--- config.mk ---
export PLATFORM = sky130hd
export DESIGN_NAME = shift_count_param
export DESIGN_NICKNAME = d
export VERILOG_FILES = /design/src/rtl/shift_count_param.sv
export SDC_FILE = /design/constraint.sdc
export NUM_CORES = 1
export LEC_CHECK = 0
export CAP_MARGIN = 20
export CORE_AREA = 3 3 40 42
export DETAILED_ROUTE_END_ITERATION = 16
export DIE_AREA = 0 0 43 45
export GPL_TIMING_DRIVEN = 0
export SYNTH_ARGS = -nofsm -noshare
export SYNTH_HDL_FRONTEND = slang
export SYNTH_SLANG_ARGS = --single-unit
--- constraint.sdc ---
create_clock -name clk -period 4.4 [get_ports clk]
set_input_delay 0.88 -clock clk [delete_from_list [all_inputs] [get_ports clk]]
set_output_delay 0.88 -clock clk [all_outputs]
set_load 0.01 [all_outputs]
--- src/rtl/shift_count_param.sv ---
// shift_count_param: serial-load shift register with a prescaled up/down counter.
//   WIDTH    : register width (>= 2)
//   PRESCALE : qualifying count_ena cycles per counter step (>= 1)
// Ports:
//   clk, resetn (sync, active-low), shift_ena, count_ena, dir (0 down / 1 up),
//   data (serial in, MSB first), q (registered value), tc (terminal count,
//   combinational), wrap (registered one-cycle pulse after a wrapping step).
// Optional build macro: SHIFTCOUNT_SAT_EN -- saturate instead of wrapping; wrap tied low.
module shift_count_param #(
  parameter int unsigned WIDTH    = 4,
  parameter int unsigned PRESCALE = 1
) (
  input  logic             clk,
  input  logic             resetn,
  input  logic             shift_ena,
  input  logic             count_ena,
  input  logic             dir,
  input  logic             data,
  output logic [WIDTH-1:0] q,
  output logic             tc,
  output logic             wrap
);

  localparam int unsigned PW = (PRESCALE > 1) ? $clog2(PRESCALE) : 1;
  localparam logic [PW-1:0] PLAST = PW'(PRESCALE - 1);

  logic [WIDTH-1:0] q_q, q_d;
  logic [PW-1:0]    pcnt_q, pcnt_d;
  logic             wrap_q, wrap_d;
  logic [WIDTH-1:0] step_val;
  logic             at_edge;

  always_comb begin
    step_val = dir ? (q_q + WIDTH'(1)) : (q_q - WIDTH'(1));
    at_edge  = dir ? (q_q == '1) : (q_q == '0);
  end

  always_comb begin
    q_d    = q_q;
    pcnt_d = pcnt_q;
    wrap_d = 1'b0;
    if (shift_ena) begin
      q_d    = {q_q[WIDTH-2:0], data};
      pcnt_d = '0;
    end else if (count_ena) begin
      if (pcnt_q == PLAST) begin
        pcnt_d = '0;
`ifdef SHIFTCOUNT_SAT_EN
        if (!at_edge) q_d = step_val;
`else
        q_d    = step_val;
        wrap_d = at_edge;
`endif
      end else begin
        pcnt_d = pcnt_q + PW'(1);
      end
    end
  end

  always_ff @(posedge clk) begin
    if (!resetn) begin
      q_q    <= '0;
      pcnt_q <= '0;
      wrap_q <= 1'b0;
    end else begin
      q_q    <= q_d;
      pcnt_q <= pcnt_d;
      wrap_q <= wrap_d;
    end
  end

  assign q    = q_q;
  assign wrap = wrap_q;
  assign tc   = at_edge;

endmodule

==> flow_summary.yaml, run 1 <==
yosys:
  syn-num-nets: 49
  async_flop_share_pct: 0
  yosysUniqueCellTypes: 22
  ys_top_cells_by_area: "dfxtp_1, ha_1, nand2_1"
  synth_top_area_cell: "dfxtp_1"
  synth_top_area_share_pct: 28.6
  yosysSeqAreaShare_pct: 28.6
  synthFlopType: "dfxtp_1"
  syn-instance-count: 40
  synth_edf_count: 0
  yosysWarnings: 0
  ys_ff_latch: 5
  avgSynthCellArea_sq_um: 8.76
  syn-cell-area_sq_um: 350
clocking:
  clock_latency_ns: 0.24
  cts_resized: 0
  clkSlewWorstSetupHoldPaths_ns: 0.04
  postCtsSetupRepairBufs: 0
  hold_buffers: 0
  ctsHtreeMaxLevel: 1
  clock-sinks: 5
  root_buffer: "clkbuf_4"
  cts_tree: "built"
  cts_buffer_depth: 2
  cts_buffers: 3
worst_setup_path:
  crit_end: "tc"
  startpoint: "dir"
  crit_family: "buffers and inverters"
  arrival_ns: 2.21
  rr_worst_depth: 4
  crit_path_max_incr_delay_ns: 0.52
  required_ns: 3.52
  critPathMaxFanout: 4
  critical_path_depth: 5
  worstReg2RegStart: "q[0]"
  crit_path_end_kind: "output pin"
  reg2reg_slack_ns: 2.94
  worst-path-buf-inv: 3
  critPathKind: "input pin to output pin"
  path_cells: "clkdlybuf4s50_1 > inv_1 > nand2_1 > nand2_1 > clkdlybuf4s50_1"
  cp_slowest_cell: "clkdlybuf4s50_1"
  worstReg2RegEnd: "q[2]"
  startpoint_type: "input pin"
layout:
  nNetsFinal: 63
  drive_gt1_share_pct: 15.1
  syn_to_final_growth_pct: 38.6
  final_util_pct: 37.8
  fillers: 140
  num_antenna_cells: 0
timing:
  skew_ns: 0.000933
  finalCriticalPeriod_ns: 3.09
  hold_viol: 0
  drv_slew: 0
  tightestPinTransition_ns: 0.301
  fin_tns_setup_ns: 0
  setup_viol: 0
  slew_headroom_pct: 79.9
  period_share_pct: 70.1
  timing.fmax_mhz: 324
  hold_ws_ns: 0.589
  rsz0062_at_grt: "false"
drt:
  ant_nets: 0
  wire_per_inst_um: 10.6
  drtIter0Drc: 5
  drt-total-wl_um: 722
  viasPerCell: 4.76
  drc: 0
  num_vias: 324
  dr.pass1.iters: 2
grt:
  grt_usage_pct: 8.51
  grt_max_degree: 11
  first_global_vias: 288
  grt_overflow: 0
  grt_pass1_wl_um: 1200
  antenna_found_initial: 0
floorplan:
  die_h_um: 45
  initial_core_util_pct: 27.3
  rows: 13
  ios: 12
  die_w_um: 43
  dieArea_sq_um: 1940
  core-area_sq_um: 1280
power_and_ir_drop:
  ir_worst_vdd_mv: 0.156
  totalPowerFinal_uw: 144
  power-per-cell-area_nw_per_um2: 297
  p_leak_uw: 0.000202
status:
  outcome: "completed"
placed_design:
  port_buffers: 9
  gp_congestion: 0.705
job:
  cap_viol_max_count: 0
worst_hold_path:
  hold_class: "flop to flop"
-- stage by stage --
step	instance area, sq um	worst slack [ns]	std cells
3_5_place_dp	459	1.31	64
2_1_floorplan	350	2.33	40
6_report	485	1.31	68
3_3_place_gp	459	1.31	64
5_1_grt	485	1.21	68
4_1_cts	485	1.30	68
-- report_power, final --
| part | internal [uW] | switching [uW] |
|---|---|---|
| Clock | 34.2 | 17.4 |
| Combinational | 21.3 | 16.8 |
| Sequential | 48.7 | 5.54 |
-- worst reg2reg max path: cells and delay by family (launching register included) --
family                   cells  cell delay (ns)
adder cells (fa/ha/maj)      1             0.43
AO/OA/AOI/OAI                2             0.45
XOR/XNOR                     1             0.14
flip-flops                   1             0.39
-- kinds of logic after synthesis --
| group | synth area share [%] |
|---|---|
| compound gates | 21.1 |
| xor+xnor | 7.50 |
| fa+ha+maj | 12.9 |
| buf+inv | 3.93 |
| flops | 28.6 |
| mux | 2.86 |
| simple gates | 23.2 |
-- cells in the final DEF, fill, tap and decap left out, drive strengths merged --
cell type / n
fa: 1
nand2: 6
nor3b: 1
clkbuf: 4
xor2: 1
and2: 3
a21oi: 2
nor4: 1
inv: 1
mux2i: 1
a21boi: 1
dfxtp: 5
buf: 2
ha: 2
o41ai: 1
xnor2: 2
a211oi: 1
o21ai: 3
nand3: 2
a211o: 1
clkdlybuf4s50: 9
nor2: 1
and3: 2
-- layout make-up --
| cell class | instances | area (sq um) | share of cell area, % |
|---|---|---|---|
| buffer | 2 | 10.0 | 2.06 |
| clock buffer | 4 | 26.3 | 5.41 |
| inverter | 1 | 3.75 | 0.773 |
| multi-input combinational | 32 | 236 | 48.7 |
| sequential | 5 | 100 | 20.6 |
| tap | 15 | 18.8 | 3.87 |
| timing repair buffer | 9 | 90.1 | 18.6 |
-- synthesized netlist by cell type (2+ instances only) --
| cell | instances |
|---|---|
| a21oi_1 | 2 |
| and2_1 | 2 |
| and3_1 | 2 |
| buf_2 | 2 |
| dfxtp_1 | 5 |
| ha_1 | 2 |
| nand2_1 | 6 |
| nand3_1 | 2 |
| o21ai_0 | 3 |
| xnor2_1 | 2 |
-- worst min-delay path by stage --
stage	startpoint	end	slack, ns	cells after the start
finish	q[1]	q[2]	0.59	2
global route	q[1]	q[2]	0.61	2
CTS	q[1]	q[2]	0.59	2
detailed placement	q[1]	q[2]	0.59	2
global placement	q[1]	q[2]	0.58	2
floorplan	q[1]	q[2]	0.56	2
-- registers in the layout (all words and copies together) (netlist names) --
| signal | count |
|---|---|
| q | 4 |
| wrap | 1 |
-- metal layers --
layer  track usage, %  wire, um
met1             11.1       383
met2             11.4       283
met3             4.78        55
met5                0         0
met4             3.61         0
(Power assumes the default switching activity.)
==> inputs of run 2 (changes only) <==
==> constraint.sdc (replaced) <==
create_clock -name clk -period 2.9 [get_ports clk]
set_input_delay 0.58 -clock clk [delete_from_list [all_inputs] [get_ports clk]]
set_output_delay 0.58 -clock clk [all_outputs]
set_load 0.01 [all_outputs]
==> results of run 2 <==
Same layout as run 1 (identical final DEF). Status: completed.
Main changes from that run: setup slack after placement 1.31 ns -> 0.406 ns; setup slack after layout 1.31 ns -> 0.414 ns; register-to-register setup slack 2.94 ns -> 1.44 ns; total power 144 uW -> 218 uW; worst IR drop on VDD 0.156 mV -> 0.237 mV
